--- config.mk ---
export PLATFORM = sky130hd
export DESIGN_NAME = pipe_lanes
export DESIGN_NICKNAME = d
export VERILOG_FILES = /design/src/rtl/pipe_lanes_pkg.sv /design/src/rtl/pipe_stage_reg.sv /design/src/rtl/pipe_lanes.sv
export SDC_FILE = /design/constraint.sdc
export NUM_CORES = 1
export LEC_CHECK = 0
export ABC_AREA = 1
export BUFFER_PORTS_ARGS = -buffer_cell sky130_fd_sc_hd__buf_2
export CAP_MARGIN = 20
export CORE_AREA = 3 3 327 329
export DETAILED_ROUTE_END_ITERATION = 6
export DIE_AREA = 0 0 330 332
export PLACE_DENSITY = 0.5
export SLEW_MARGIN = 20
export SYNTH_ARGS = -nofsm -noshare
export SYNTH_HDL_FRONTEND = slang
export SYNTH_SLANG_ARGS = --single-unit
--- constraint.sdc ---
create_clock -name clock_i -period 2.4 [get_ports clock_i]
set_clock_uncertainty 0.05 [all_clocks]
set_input_delay 0.24 -clock clock_i [delete_from_list [all_inputs] [get_ports clock_i]]
set_output_delay 0.24 -clock clock_i [all_outputs]
set_load 0.1 [all_outputs]
--- src/rtl/pipe_lanes_pkg.sv ---
// Shared constants and helpers for the multi-lane pipeline register array.
package pipe_lanes_pkg;

  localparam int PIPE_STAGES_DEF    = 5;
  localparam int PIPE_LANES_DEF     = 2;
  localparam int PIPE_SPLIT_STG_DEF = 2;
  localparam int PIPE_DATA_W_DEF    = 64;

  // Rank-wide controls; clear has priority over load inside the rank.
  typedef struct packed {
    logic clear;
    logic load;
  } stg_ctrl_t;

  // Lanes are capped at 8, so a fixed 8-bit popcount covers every config.
  function automatic logic [31:0] popcnt8(input logic [7:0] v);
    logic [31:0] n;
    n = '0;
    for (int i = 0; i < 8; i++) n = n + 32'(v[i]);
    return n;
  endfunction

endpackage

--- src/rtl/pipe_stage_reg.sv ---
// One pipeline rank: LANES valid bits plus payloads, with clear/load and
// per-lane bubble (load invalid) and keep (ignore the load) masks.
module pipe_stage_reg
  import pipe_lanes_pkg::*;
#(
  parameter int LANES  = PIPE_LANES_DEF,
  parameter int DATA_W = PIPE_DATA_W_DEF
) (
  input  logic                          clock_i,
  input  logic                          reset_n_i,
  input  stg_ctrl_t                     ctrl_i,
  input  logic [LANES-1:0]              bubble_i,
  input  logic [LANES-1:0]              keep_i,
  input  logic [LANES-1:0]              valid_i,
  input  logic [LANES-1:0][DATA_W-1:0]  data_i,
  output logic [LANES-1:0]              valid_o,
  output logic [LANES-1:0][DATA_W-1:0]  data_o
);

  logic [LANES-1:0]             valid_q, valid_d;
  logic [LANES-1:0][DATA_W-1:0] data_q, data_d;

  // Next state per lane: clear drops valid but keeps payload; kept lanes hold.
  always_comb begin
    valid_d = valid_q;
    data_d  = data_q;
    for (int l = 0; l < LANES; l++) begin
      if (ctrl_i.clear) begin
        valid_d[l] = 1'b0;
      end else if (ctrl_i.load && !keep_i[l]) begin
        valid_d[l] = valid_i[l] & ~bubble_i[l];
        data_d[l]  = data_i[l];
      end
    end
  end

  // Rank registers with synchronous active-low reset.
  always_ff @(posedge clock_i) begin
    if (!reset_n_i) begin
      valid_q <= '0;
      data_q  <= '0;
    end else begin
      valid_q <= valid_d;
      data_q  <= data_d;
    end
  end

  assign valid_o = valid_q;
  assign data_o  = data_q;

endmodule

--- src/rtl/pipe_lanes.sv ---
// Multi-lane in-order pipeline register array: stall back-propagation,
// flushes, a per-lane split at one stage, and a retired-slot counter.
module pipe_lanes
  import pipe_lanes_pkg::*;
#(
  parameter int LANES     = PIPE_LANES_DEF,
  parameter int STAGES    = PIPE_STAGES_DEF,
  parameter int DATA_W    = PIPE_DATA_W_DEF,
  parameter int SPLIT_STG = PIPE_SPLIT_STG_DEF
) (
  input  logic                            clock_i,
  input  logic                            reset_n_i,
  input  logic [LANES-1:0]                in_valid_i,
  input  logic [LANES*DATA_W-1:0]         in_data_i,
  output logic                            in_ready_o,
  input  logic [STAGES-1:0]               stall_i,
  input  logic [STAGES-1:0]               flush_i,
  input  logic [LANES-1:0]                split_i,
  output logic [STAGES*LANES-1:0]         stage_valid_o,
  output logic [STAGES*LANES*DATA_W-1:0]  stage_data_o,
  output logic [STAGES-1:0]               adv_o,
  output logic [31:0]                     retire_cnt_o
);

  logic [STAGES-1:0] hold, flushed, adv;
  logic              split_act, split_eff;

  logic [STAGES-1:0][LANES-1:0]             stg_v, src_v, bub, keep;
  logic [STAGES-1:0][LANES-1:0][DATA_W-1:0] stg_d, src_d;
  stg_ctrl_t [STAGES-1:0]                   ctrl;

  logic [LANES-1:0] ret;
  logic [7:0]       ret8;
  logic [31:0]      retire_cnt_q, retire_cnt_d;

  // Holds and flushes propagate toward younger stages; the split freezes
  // everything below the split stage while the split stage itself drains.
  always_comb begin
    hold    = '0;
    flushed = '0;
    hold[STAGES-1]    = stall_i[STAGES-1];
    flushed[STAGES-1] = flush_i[STAGES-1];
    for (int s = STAGES - 2; s >= 0; s--) begin
      hold[s]    = stall_i[s] | hold[s+1];
      flushed[s] = flush_i[s] | flushed[s+1];
    end
    split_act = (|split_i) & ~hold[SPLIT_STG];
    split_eff = split_act & ~flushed[SPLIT_STG];
    for (int s = 0; s < STAGES; s++)
      adv[s] = ~hold[s] & ~(split_act && (s < SPLIT_STG));
  end

  // Per-rank controls: source selection, bubbles behind non-advancing or
  // flushed stages, and the lane masks of an active split.
  always_comb begin
    bub   = '0;
    keep  = '0;
    src_v = '0;
    src_d = '0;
    for (int s = 0; s < STAGES; s++) begin
      ctrl[s].clear = flushed[s];
      ctrl[s].load  = adv[s];
    end
    src_v[0] = in_valid_i;
    src_d[0] = in_data_i;
    for (int s = 1; s < STAGES; s++) begin
      src_v[s] = stg_v[s-1];
      src_d[s] = stg_d[s-1];
      if (!adv[s-1] || flush_i[s-1]) bub[s] = '1;
    end
    if (split_eff) begin
      // Split lanes stay put; the others leave the split stage invalid.
      keep[SPLIT_STG] = split_i;
      bub[SPLIT_STG]  = bub[SPLIT_STG] | ~split_i;
      bub[SPLIT_STG+1] = bub[SPLIT_STG+1] | split_i;
    end
  end

  for (genvar s = 0; s < STAGES; s++) begin : g_stg
    pipe_stage_reg #(
      .LANES  (LANES),
      .DATA_W (DATA_W)
    ) u_reg (
      .clock_i   (clock_i),
      .reset_n_i (reset_n_i),
      .ctrl_i    (ctrl[s]),
      .bubble_i  (bub[s]),
      .keep_i    (keep[s]),
      .valid_i   (src_v[s]),
      .data_i    (src_d[s]),
      .valid_o   (stg_v[s]),
      .data_o    (stg_d[s])
    );
  end

  // Retiring lanes: oldest stage valid and neither stalled nor flushed.
  always_comb begin
    ret  = stg_v[STAGES-1] & {LANES{~stall_i[STAGES-1] & ~flush_i[STAGES-1]}};
    ret8 = '0;
    ret8[LANES-1:0] = ret;
    retire_cnt_d = retire_cnt_q + popcnt8(ret8);
  end

  // Retire counter, wraps naturally at 32 bits.
  always_ff @(posedge clock_i) begin
    if (!reset_n_i) retire_cnt_q <= '0;
    else            retire_cnt_q <= retire_cnt_d;
  end

  // A split at stage 0 consumes stage 0 itself, so input cannot enter then.
  assign in_ready_o    = adv[0] & ~(|flush_i) & ~(split_act && (SPLIT_STG == 0));
  assign adv_o         = adv;
  assign stage_valid_o = stg_v;
  assign stage_data_o  = stg_d;
  assign retire_cnt_o  = retire_cnt_q;

endmodule

* After elaboration in Yosys (flattened, before gate mapping)
Index checks and enable logic that the tools add are counted.
Word-level totals: register bits 682, bits of input ports 144, output and inout bits 688, word-level logic and storage cells 95
Operators by class: add/sub/neg operators 2, multiplexer cells 6, bitwise logic cells 47, reductions and logical operators 23
Operators by type and width (number):
- $add 32x2->32 | 1
- $not 1->1 | 21
- $and 1x1->1 | 14
- $reduce_and 2->1 | 6
- $reduce_or 2->1 | 6
- $mux 2 | 5
- $or 1x1->1 | 8
- $reduce_or 5->1 | 1
- $logic_not 1->1 | 4
- $logic_or 1x1->1 | 4
- $mux 4 | 1
- $or 2x2->2 | 2
- $add 1x1->2 | 1
- $and 2x2->2 | 1
- $logic_and 1x1->1 | 2
- $not 2->2 | 1

* Logic depth before layout (Yosys ltp)
Gate-level depths: netlist (run 1).
word-level depth 13, gate-level depth with buffers 14, depth with buffers taken out 12

* Cells and area by module
From an unflattened synthesis (run 1), not the netlist that was laid out.
Unflattened totals: cells, all modules 4443, area, all modules 28967.8 sq um
Modules (own cells, without submodules):
- pipe_stage_reg | times used 5, cells an instance 831, area each 5415.2 sq um, seq. area each 2602.5 sq um
- pipe_lanes | times used 1, cells an instance 288, area each 1891.8 sq um, seq. area each 640.6 sq um

* Worst setup path before layout (run 1)
Ideal clock, no wire load.
path type register -> register, from register g_stg[4].u_reg.valid_q[0], to register retire_cnt_q[20] (netlist: retire_cnt_o[20]), setup time 0.119 ns, data arrival time 2.489 ns, data required time 2.231 ns, setup slack -0.258 ns, cell stages (with the launch flop) 12, path buffers 0, clock period less this slack 2.658 ns, path through dfxtp_1 inv_1 nor2_1 fa_1 ha_1 nand2_1 nor2_1 nand3_1 nor2_1 nand3_1 nand2_1 nor2_1
On the way: longest elaborated chain between the ends 3
RTL lines:
- start: declaration | line pipe_stage_reg.sv:20 | logic [LANES-1:0] valid_q, valid_d;
- start signal: assignment | line pipe_stage_reg.sv:43 | valid_q <= valid_d;
- $and 2x2->2 | line pipe_lanes.sv:98 | ret = stg_v[STAGES-1] & {LANES{~stall_i[STAGES-1] & ~flush_i[STAGES-1]}};
- $add 1x1->2 | line pipe_lanes_pkg.sv:19 | for (int i = 0; i < 8; i++) n = n + 32'(v[i]);
- $add 32x2->32 | line pipe_lanes.sv:101 | retire_cnt_d = retire_cnt_q + popcnt8(ret8);
- end signal: assignment | line pipe_lanes.sv:107 | else retire_cnt_q <= retire_cnt_d;
- end: declaration | line pipe_lanes.sv:34 | logic [31:0] retire_cnt_q, retire_cnt_d;
No other way between the ends. A chain may end at the register's enable or synchronous reset.

* Worst setup path in the final report (run 1)
from input flush_i[2], to output in_ready_o
On the way: longest elaborated chain between the ends 3
RTL lines:
- start: declaration | line pipe_lanes.sv:17 | input logic [STAGES-1:0] flush_i,
- $reduce_or 5->1 | line pipe_lanes.sv:111 | assign in_ready_o = adv[0] & ~(|flush_i) & ~(split_act && (SPLIT_STG == 0));
- $not 1->1 | line pipe_lanes.sv:111
- $and 1x1->1 | line pipe_lanes.sv:111
- end: declaration | line pipe_lanes.sv:15 | output logic in_ready_o,
No other way between the ends.

==> summary.md, run 1 <==
| Metric | Value |
|---|---|
| Status | finished, violations left |
| Failing checks | DRC |
| Mapped Area | 0.0259 mm² |
| Max_slew headroom | 0.262 |
| Sequential power share | 0.430 |
| Initial antenna violation count | 7 |
| Number of distinct library cells after synthesis | 29 |
| DRT iter0 DRCs | 1875 |
| Fmax | 458 MHz |
| Fin Setup TNS | 0 ns |
| Avg Synthesized Cell Area | 7.29 µm² |
| Gate power share | 0.114 |
| Core area | 0.104 mm² |
| First-pass GRT wire length | 165000 µm |
| Largest net degree at the start of global routing | 129 |
| Worst-path maximum fanout | 33 |
| Compound-Gate Fraction of Synth Area | 0.157 |
| Layout area overhead | 38.9% |
| Clock-pin transition on the worst setup and hold timing paths | 0.07 ns |
| Max-slew violations | 0 |
| Peak supply drop | 0.493 mV |
| Most Used Layer, Global Route | met2 |
| Switching share of power | 0.285 |
| GRT overflow | 0 |
| Setup-failing EPs final | 0 |
| Combinational family with the most area after synthesis | simple AND/OR/NAND/NOR gates |
| Vias in the first global route | 23882 |
| Routed vias | 25869 |
| Area share of the largest cell type after synthesis | 0.527 |
| Worst hold path class | in2reg |
| Final period utilization | 0.910 |
| Top cells by area, synth | dfxtp_1, nand2_1, inv_1 |
| Met1 Use GR | 0.266 |
| Internal power | 19.4 mW |
| Fraction of layout cells with a size suffix above 1 | 0.234 |
| Initial core utilization | 0.250 |
| Crit end category | output pin |
| Critical path cell sequence | buf_2, inv_1, nand2_1, buf_4, nor2_4, nand2_1, nor2_4, buf_12, buf_12 |
| Num rows | 118 |
| Synth area leader | dfxtp_1 |
| DR WL/cell | 19.3 µm |
| Worst path arrival time | 1.89 ns |
| GRT met2 Usage | 0.321 |
| Register area share after synthesis | 0.527 |
| Worst skew pair latency | 0.65 ns |
| Period minus WS final | 2.18 ns |
| Power Dens Cells | 756 mW/mm² |
| Post-synthesis xor/xnor area fraction | 0 |
| RSZ-0062 raised after global routing | false |
| Nets@finish | 4618 |
| Final Hold Vio Count | 0 |
| Mux cell area share after synthesis | 0 |
| Req. time, crit path | 2.11 ns |
| Num CTS Buffers | 81 |
| IO buf count | 831 |
| GR Util met3 | 0.0388 |
| Synth Register Bits | 682 |
| Slowest CP cell | nor2_4 |
| Worst-Margin Slew | 1.11 ns |
| First-pass iteration count of the detailed router | 7 |
| Critical Path Max Stage Delay | 0.24 ns |
| Reg2reg path depth | 11 |
| Root buf cell | clkbuf_16 |
| Simple-Gate Fraction of Synth Area | 0.193 |
| TritonCTS clock tree | done |
| Remaining antenna violation count after routing | 0 |
| Critical path class | in2out |
| Chip Width | 330 µm |
| Synth Area in Adders | 0.00126 |
| Clk pwr share | 0.456 |
| Max Cap Viol | 0 |
| Syn Inst Count | 3554 |
| Final core utilization | 0.347 |
| GP Congestion | 0.879 |
| Post-Synthesis Net Count | 3700 |
| Dpl hpwl | 81600 µm |
| Io pins | 832 |
| Worst hold path stage count | 5 |
| Total track usage | 0.200 |
| Htree depth | 3 |
| NetSw | 7.76 mW |
| Maximum buffer depth of the clock tree | 3 |
| CP Launch Type | primary input |
| Leak | 17.1 nW |
| CTS Sinks | 682 |
| Drt drc | 1 |
| Vias per inst | 4.37 |
| Die area | 0.110 mm² |
| YS warnings | 0 |
| WL final | 114000 µm |
| Die Ht | 332 µm |
[per-stage QoR]
step                      hold WS, ns  area (µm²)  instances  power, mW  setup slack [ns]
final                           0.131       36000       5921       27.2             0.216
after global placement          0.404       31800       5614       14.8             0.184
after detailed placement        0.406       31800       5614       14.8             0.165
after CTS                      0.0460       36000       5915       27.6             0.222
after floorplan                 0.319       25900       3554       14.1            0.0151
after global routing            0.112       36000       5915       28.1             0.122
[routing by layer]
metal	wire (µm)	vias up
li1	-	12849
met1	50800	12053
met2	52300	788
met3	7370	173
met4	3700	6
met5	34	-
[worst max-delay path, delay by kind of cell]
| family | cells | cell delay (ns) |
|---|---|---|
| buf+inv | 5 | 0.86 |
| simple gates | 4 | 0.71 |
[cells in the final DEF (no fill, tap or decap), types with 54 or more instances in the layout]
cell type,netlist,layout
a21oi_1,414,414
buf_2,50,827
buf_4,3,54
clkbuf_16,0,82
dfxtp_1,682,679
dlygate4sd3_1,0,155
inv_1,561,558
nand2_1,638,635
nand3_1,152,152
nor2_1,465,463
o21ai_0,377,377
[flip-flops by register name, summed over array words and instances (netlist names)]
signal               flops
g_stg.u_reg.data_o     640
g_stg.u_reg.valid_o     10
retire_cnt_o            32
[path summary, 6_finish.rpt]
path / startpoint / to / slack [ns]
max: flush_i[2] / in_ready_o / 0.22
min: flush_i[4] / g_stg[3].u_reg.valid_o[1] / 0.13
max reg2reg: g_stg[4].u_reg.valid_o[0] / retire_cnt_o[24] / 0.45
min reg2reg: g_stg[2].u_reg.data_o[77] / g_stg[3].u_reg.data_o[77] / 0.41
[cells by family after synthesis]
| kind of cell | Yosys count |
|---|---|
| fa+ha+maj | 2 |
| flops | 682 |
| compound gates | 810 |
| buf+inv | 792 |
| simple gates | 1268 |
[synthesized netlist by cell type (all sizes together)]
cell type / number
clkinv: 1
nor2: 469
o21ai: 393
nand3: 152
a211oi: 1
or2: 2
buf: 89
fa: 1
nand3b: 2
nor3: 1
ha: 1
inv: 562
clkbuf: 140
o211a: 1
and2: 1
a21oi: 414
nand2: 641
dfxtp: 682
o21a: 1
[power groups by stage]
stage	logic (mW)	registers (mW)	clock network, mW
finish	3.10	11.7	12.4
floorplan	0.616	13.4	0
CTS	3.11	11.7	12.8
global placement	2.90	11.9	0
detailed placement	2.90	11.9	0
global route	3.26	11.7	13.2
[layout make-up]
class / count / area (µm²)
clock inverter: 34 / 319
sequential: 682 / 13700
clock buffer: 112 / 2330
tap: 1380 / 1730
multi-input combinational: 2080 / 9150
inverter: 563 / 2130
antenna: 6 / 15.0
fill: 11265 / 67800
timing repair buffer: 1064 / 6650
[what timing repair did]
| item | CTS | global route |
|---|---|---|
| gates resized for setup | 0 | 0 |
| hold buffers | 155 | 0 |
| setup buffers | 0 | 0 |
| hold endpoints to repair | 156 | 0 |
Power figures use the tool's default switching activity.
==> run 2: changes to the inputs <==
Settings changed: CELL_PAD_IN_SITES_DETAIL_PLACEMENT set to 0, CELL_PAD_IN_SITES_GLOBAL_PLACEMENT set to 2, CORE_AREA 3 3 327 329 to unset, CORE_MARGIN set to 3, CORE_UTILIZATION set to 25, DIE_AREA 0 0 330 332 to unset, PLACE_DENSITY 0.5 to 0.8.
==> summary.md, run 2 (synthesis gave the netlist of run 1 again) <==
| Metric | Value |
|---|---|
| NetSw | 7.68 mW (-0.98%) |
| Num CTS Buffers | 83 (+2.5%) |
| Worst-Margin Slew | 1.23 ns (+0.120 ns) |
| Fillers | 11089 (-1.6%) |
| Remaining antenna violation count after routing | 0 (unchanged) |
| Placed inst area | 0.0318 mm² (about the same) |
| Initial core utilization | 0.253 (+0.00357) |
| CTS Sinks | 682 (unchanged) |
| Commonest non-fill, non-tap cell in the layout | buf_2 |
| Max_slew headroom | 0.182 (-0.0803) |
| R2r endpoint | retire_cnt_o[20] |
| Internal power | 20.3 mW (+4.5%) |
| Die area | 0.108 mm² (-1.9%) |
| WHS Endpoint | g_stg[3].u_reg.valid_o[1] |
| Num rows | 117 (-0.85%) |
| Status | complete, no violations |
| Vias in the first global route | 24109 (+0.95%) |
| Max Cap Viol | 0 (unchanged) |
| Fmax | 437 MHz (-4.6%) |
| Final Hold Vio Count | 0 (unchanged) |
| Routed vias | 25652 (-0.84%) |
| Worst-path maximum fanout | 34 (+3.0%) |
| Worst path arrival time | 2.00 ns (+0.11 ns) |
| WL final | 116000 µm (+1.4%) |
| R2r startpoint | g_stg[4].u_reg.valid_o[0] |
| Clock-pin transition on the worst setup and hold timing paths | 0.06 ns (about the same) |
| Total track usage | 0.207 (+0.00724) |
| Power Dens Cells | 774 mW/mm² (+2.4%) |
| Worst Slack Setup Final | 0.110 ns (-0.106 ns) |
| First-pass GRT wire length | 167000 µm (+1.1%) |
| Reg2reg path depth | 11 (unchanged) |
| Most frequent cells in the layout | buf_2, dfxtp_1, nand2_1 |
| Crit end category | output pin |
| Chip Width | 328 µm (-0.64%) |
| Max-slew violations | 0 (unchanged) |
| Die Ht | 328 µm (-1.2%) |
| Final period utilization | 0.954 (+0.0443) |
| GP Congestion | 0.879 (about the same) |
| Htree depth | 3 (unchanged) |
| IO buf count | 831 (unchanged) |
| Post-CTS setup buffer count | 0 (unchanged) |
| CP Launch Type | primary input |
| Drt drc | 0 (-1) |
| Initial antenna violation count | 9 (+2) |
| Vias per inst | 4.34 (-0.59%) |
| Sequential power share | 0.417 (-0.013) |
| Period minus WS final | 2.29 ns (+0.106 ns) |
| First-pass iteration count of the detailed router | 5 (-2) |
| Gate power share | 0.110 (-0.004) |
| Dpl ws | -0.335 ns (-0.501 ns) |
| Req. time, crit path | 2.11 ns (about the same) |
| Dpl hpwl | 82800 µm (+1.4%) |
| DRT iter0 DRCs | 1665 (-11%) |
| Post-route cell area | 0.0362 mm² (+0.53%) |
| Worst hold path class | in2reg |
| Final core utilization | 0.354 (+0.00683) |
| Peak supply drop | 0.429 mV (-13%) |
| Fraction of layout cells with a size suffix above 1 | 0.235 (+0.000272) |
| Maximum buffer depth of the clock tree | 3 (unchanged) |
| Min-delay src | stall_i[3] |
| Leak | 17.2 nW (+0.51%) |
| Core area | 0.102 mm² (-1.4%) |
| Final cell count without fillers | 5906 (-0.25%) |
| Largest net degree at the start of global routing | 129 (unchanged) |
| Root buf cell | clkbuf_16 |
| GRT overflow | 0 (unchanged) |
| Layout area overhead | 39.7% |
| Setup-failing EPs final | 0 (unchanged) |
| Nets@finish | 4618 (unchanged) |
| TritonCTS clock tree | done |
| Final Total Pwr | 28.0 mW (+2.9%) |
| Worst hold path stage count | 6 (+1) |
| Placed cells | 5601 (-0.23%) |
| Number of flip-flops in the largest register | 640 (unchanged) |
| Clk pwr share | 0.473 (+0.017) |
| FF-to-FF setup slack | 0.38 ns (-0.07 ns) |
| RSZ-0062 raised after global routing | false |
| Worst skew pair latency | 0.64 ns (about the same) |
| Switching share of power | 0.275 (-0.0108) |
| Io pins | 832 (unchanged) |
| Critical path class | in2out |
| DR WL/cell | 19.6 µm (+1.6%) |
[run 2: timing repair]
item                                    in CTS  in global routing
endpoints found under the setup margin       1                  1
endpoints found under the hold margin      142                  0
gates cloned                                 0                  0
hold buffers                               154                  0
gates resized for setup                      1                  1
[run 2: stage by stage]
step,hold WS [ns],TNS [ns]
2_1_floorplan,0.319,0
3_3_place_gp,0.396,-54.00
3_5_place_dp,0.408,-40.01
4_1_cts,0.0493,0
5_1_grt,0.133,0
6_report,0.131,0
[run 2: critical path, stage by stage]
cell,delay [ns]
dlygate4sd3_1,0.56
buf_2,0.16
nor2_4,0.20
nand2_1,0.14
nor2_4,0.19
buf_12,0.25
buf_12,0.21
[run 2: routing by layer]
layer | vias up | GRT usage | wire, µm
li1 | 12868 | - | -
met1 | 11818 | 0.265 | 50300
met2 | 739 | 0.333 | 53100
met3 | 217 | 0.0476 | 7360
met4 | 10 | 0.0904 | 4900
met5 | - | 0 | 67
[run 2: how the worst max path moves through the flow]
| stage | start | endpoint | slack (ns) | cells past startpoint |
|---|---|---|---|---|
| 6_report | flush_i[1] | in_ready_o | 0.11 | 7 |
| 5_1_grt | flush_i[1] | in_ready_o | 0.009 | 7 |
| 4_1_cts | flush_i[3] | in_ready_o | 0.05 | 8 |
| 3_5_place_dp | flush_i[3] | g_stg[1].u_reg.data_o[117] | -0.34 | 8 |
| 3_3_place_gp | flush_i[3] | g_stg[1].u_reg.data_o[97] | -0.36 | 8 |
| 2_1_floorplan | stall_i[4] | retire_cnt_o[20] | 0.02 | 14 |
[run 2: power by group through the flow]
stage               Clock (mW)  Combinational, mW  Sequential, mW
finish                    13.2               3.08            11.7
floorplan                    0              0.616            13.4
CTS                       13.6               3.10            11.7
global route              14.0               3.24            11.7
global placement             0               2.88            11.9
detailed placement           0               2.88            11.9
[run 2: final cells by class]
cell class / count / area, µm² / share of cell area
sequential: 682 / 13700 / 0.377
timing repair buffer: 1062 / 6650 / 0.184
clock inverter: 30 / 425 / 0.0118
clock buffer: 117 / 2440 / 0.0674
multi-input combinational: 2080 / 9160 / 0.253
inverter: 563 / 2130 / 0.0589
antenna: 4 / 10.0 / 0.000277
tap: 1368 / 1710 / 0.0473
==> run 3: changes to the inputs <==
Settings changed: ABC_AREA 1 to unset, CORE_AREA set to 3 3 327 329, CORE_MARGIN 3 to unset, CORE_UTILIZATION 25 to unset, DIE_AREA set to 0 0 330 332, PLACE_DENSITY 0.8 to 0.73.
Clock period 2.4 ns to 2.68 ns, I/O delays scaled along.
==> summary.md, run 3 <==
| Metric | Value |
|---|---|
| NetSw | 5.17 mW (-33%) |
| GRT overflow | 0 (unchanged) |
| Post-route cell area | 0.0347 mm² (-4.1%) |
| Core area | 0.104 mm² (+1.4%) |
| Sequential power share | 0.459 (+0.042) |
| Post-CTS setup buffer count | 0 (unchanged) |
| CP Launch Type | primary input |
| Req. time, crit path | 2.36 ns (+0.25 ns) |
| Max-slew violations | 0 (unchanged) |
| Clk pwr share | 0.503 (+0.030) |
| Num rows | 118 (+0.85%) |
| R2r startpoint | g_stg[4].u_reg.valid_o[0] |
| Worst hold path class | in2reg |
| Initial antenna violation count | 3 (-6) |
| Final Hold Vio Count | 0 (unchanged) |
| CTS Sinks | 682 (unchanged) |
| Fmax | 436 MHz |
| Worst path bufs/invs | 4 (unchanged) |
| Root buf cell | clkbuf_16 |
| Vias in the first global route | 22688 (-5.9%) |
| Most frequent cells in the layout | nand2_1, buf_2, dfxtp_1 |
| Final core utilization | 0.334 (-0.0192) |
| IO buf count | 831 (unchanged) |
| Placed inst area | 0.0305 mm² (-4.1%) |
| Final period utilization | 0.855 |
| Layout area overhead | 40.6% |
| Critical path class | in2out |
| Syn Inst Count | 3022 (-15%) |
| Mapped Area | 0.0247 mm² (-4.7%) |
| Min-delay src | flush_i[1] |
| Total track usage | 0.192 (-0.0155) |
| CP startpoint | stall_i[0] |
| Worst skew pair latency | 0.66 ns (+0.02 ns) |
| Fin Setup TNS | 0 ns (unchanged) |
| Critical Path Max Stage Delay | 0.56 ns (about the same) |
| Nets@finish | 4069 (-12%) |
| Top cells by area, synth | dfxtp_1, nand2_1, a21oi_1 |
| Max Cap Viol | 0 (unchanged) |
| Dpl hpwl | 80000 µm (-3.4%) |
| Routed vias | 23806 (-7.2%) |
| Final Total Pwr | 22.1 mW (-21%) |
| Slowest CP cell | dlygate4sd3_1 |
| Register area share after synthesis | 0.553 (+0.0262) |
| Count leader, synth | nand2_1 |
| Number of distinct library cells after synthesis | 40 (+38%) |
| RSZ-0062 raised after global routing | false |
| Chip Width | 330 µm (+0.65%) |
| Crit path top cell by count | buf_12 |
| Maximum buffer depth of the clock tree | 3 (unchanged) |
| Clock-pin transition on the worst setup and hold timing paths | 0.05 ns (about the same) |
| Htree depth | 3 (unchanged) |
| Initial core utilization | 0.238 (-0.0154) |
| Num CTS Buffers | 83 (unchanged) |
| Commonest non-fill, non-tap cell in the layout | nand2_1 |
| Drt drc | 0 (unchanged) |
| Worst path arrival time | 1.97 ns (-0.03 ns) |
| DRT iter0 DRCs | 1506 (-9.5%) |
| Power Dens Cells | 637 mW/mm² (-18%) |
| Period minus WS final | 2.29 ns |
| Gate power share | 0.038 (-0.072) |
| Post-Synthesis Net Count | 3168 (-14%) |
| Leak | 14.3 nW (-17%) |
| Io pins | 832 (unchanged) |
| DR WL/cell | 20.5 µm (+4.5%) |
| Setup-failing EPs final | 0 (unchanged) |
| Avg Synthesized Cell Area | 8.17 µm² (+12%) |
| First-pass GRT wire length | 158000 µm (-5.1%) |
| Peak supply drop | 0.476 mV (+11%) |
| Primary FF master, synth | dfxtp_1 |
| Top Family by Delay on Critical Path | buffers and inverters |
| Die Ht | 332 µm (+1.3%) |
| Largest net degree at the start of global routing | 132 (+2.3%) |
| Commonest cells post-synth | nand2_1, dfxtp_1, a21oi_1 |
| First-pass iteration count of the detailed router | 5 (unchanged) |
| Area share of the largest cell type after synthesis | 0.553 (+0.0262) |
| Synth area leader | dfxtp_1 |
| Internal power | 16.9 mW (-17%) |
| WL final | 110000 µm (-5.0%) |
| Number of synthesized flops with an enable pin | 0 (unchanged) |
| Status | complete, no violations |
| Remaining antenna violation count after routing | 0 (unchanged) |
| TritonCTS clock tree | done |
| Max_slew headroom | 0.504 (+0.323) |
| Number of flip-flops in the largest register | 640 (unchanged) |
| Critical path cell sequence | dlygate4sd3_1, buf_2, nor2_1, and2_4, buf_12, buf_12 |
| Die area | 0.110 mm² (+1.9%) |
| Crit end category | output pin |
| Vias per inst | 4.43 (+2.0%) |
| Synth Register Bits | 682 (unchanged) |
| Worst-path maximum fanout | 17 (-50%) |
| Fraction of layout cells with a size suffix above 1 | 0.261 (+0.0268) |
| YS warnings | 0 (unchanged) |
| GP Congestion | 0.856 (-2.6%) |
| Ys async rst share | 0 (unchanged) |
| Worst-Margin Slew | 0.744 ns (-0.484 ns) |
| Switching share of power | 0.234 (-0.0405) |
-- run 3: area by class of cell --
cell class | instances | area [µm²]
diodes | 2 | 5.00
clock buffers | 126 | 2460
clock inverters | 25 | 246
fillers | 11084 | 69100
inverters | 7 | 33.8
multi-input cells | 2097 | 9960
flip-flops and latches | 682 | 13700
well taps | 1380 | 1730
repair buffers | 1052 | 6610
-- run 3: through the flow --
step / hold slack [ns] / setup WS [ns] / instances
4_1_cts: 0.000550 / 0.374 / 5369
5_1_grt: 0.0493 / 0.326 / 5370
6_report: 0.0825 / 0.388 / 5371
3_3_place_gp: 0.389 / 0.272 / 5066
2_1_floorplan: 0.297 / 0.0786 / 3022
3_5_place_dp: 0.393 / 0.258 / 5066
-- run 3: final timing paths --
| check | endpoint | slack (ns) | cells after the start |
|---|---|---|---|
| min reg2reg | g_stg[3].u_reg.data_o[75] | 0.40 | 2 |
| max reg2reg | retire_cnt_o[22] | 0.50 | 7 |
| max | in_ready_o | 0.39 | 6 |
| min | g_stg[1].u_reg.valid_o[1] | 0.08 | 3 |
-- run 3: per-layer routing --
metal	global-route usage	vias up	part of all wire
li1	-	11748	-
met1	0.237	11097	0.42
met2	0.312	750	0.47
met3	0.0488	211	0.067
met4	0.0872	0	0.050
met5	0	-	0
-- run 3: cells by family (layout without fill, tap and decap cells) --
family / count (synthesis) / after routing / share of synthesized area
simple gates: 1394 / 1394 / 0.228
mux: 131 / 131 / 0.0531
other cells: 0 / 2 / 0
flops: 682 / 682 / 0.553
fa+ha+maj: 2 / 2 / 0.00132
buf+inv: 243 / 1210 / 0.0454
xor+xnor: 11 / 11 / 0.00390
compound gates: 559 / 559 / 0.115
-- run 3: worst min-delay path, cell delays in order --
cell	delay (ns)
buf_2	0.17
or3_1	0.22
a21oi_1	0.05
-- run 3: repair_timing --
item,4_1_cts,5_1_grt
resized for setup,0,0
hold buffers,152,0
endpoints found under the hold margin,146,0
setup endpoints to repair,0,0
-- run 3: power by group through the flow --
stage | sequential, mW | clock (mW) | combinational, mW
after floorplan | 10.4 | 0 | 0.344
after detailed placement | 10.4 | 0 | 0.688
final | 10.1 | 11.1 | 0.845
after global routing | 10.1 | 11.8 | 0.920
after global placement | 10.4 | 0 | 0.689
after CTS | 10.1 | 11.5 | 0.860
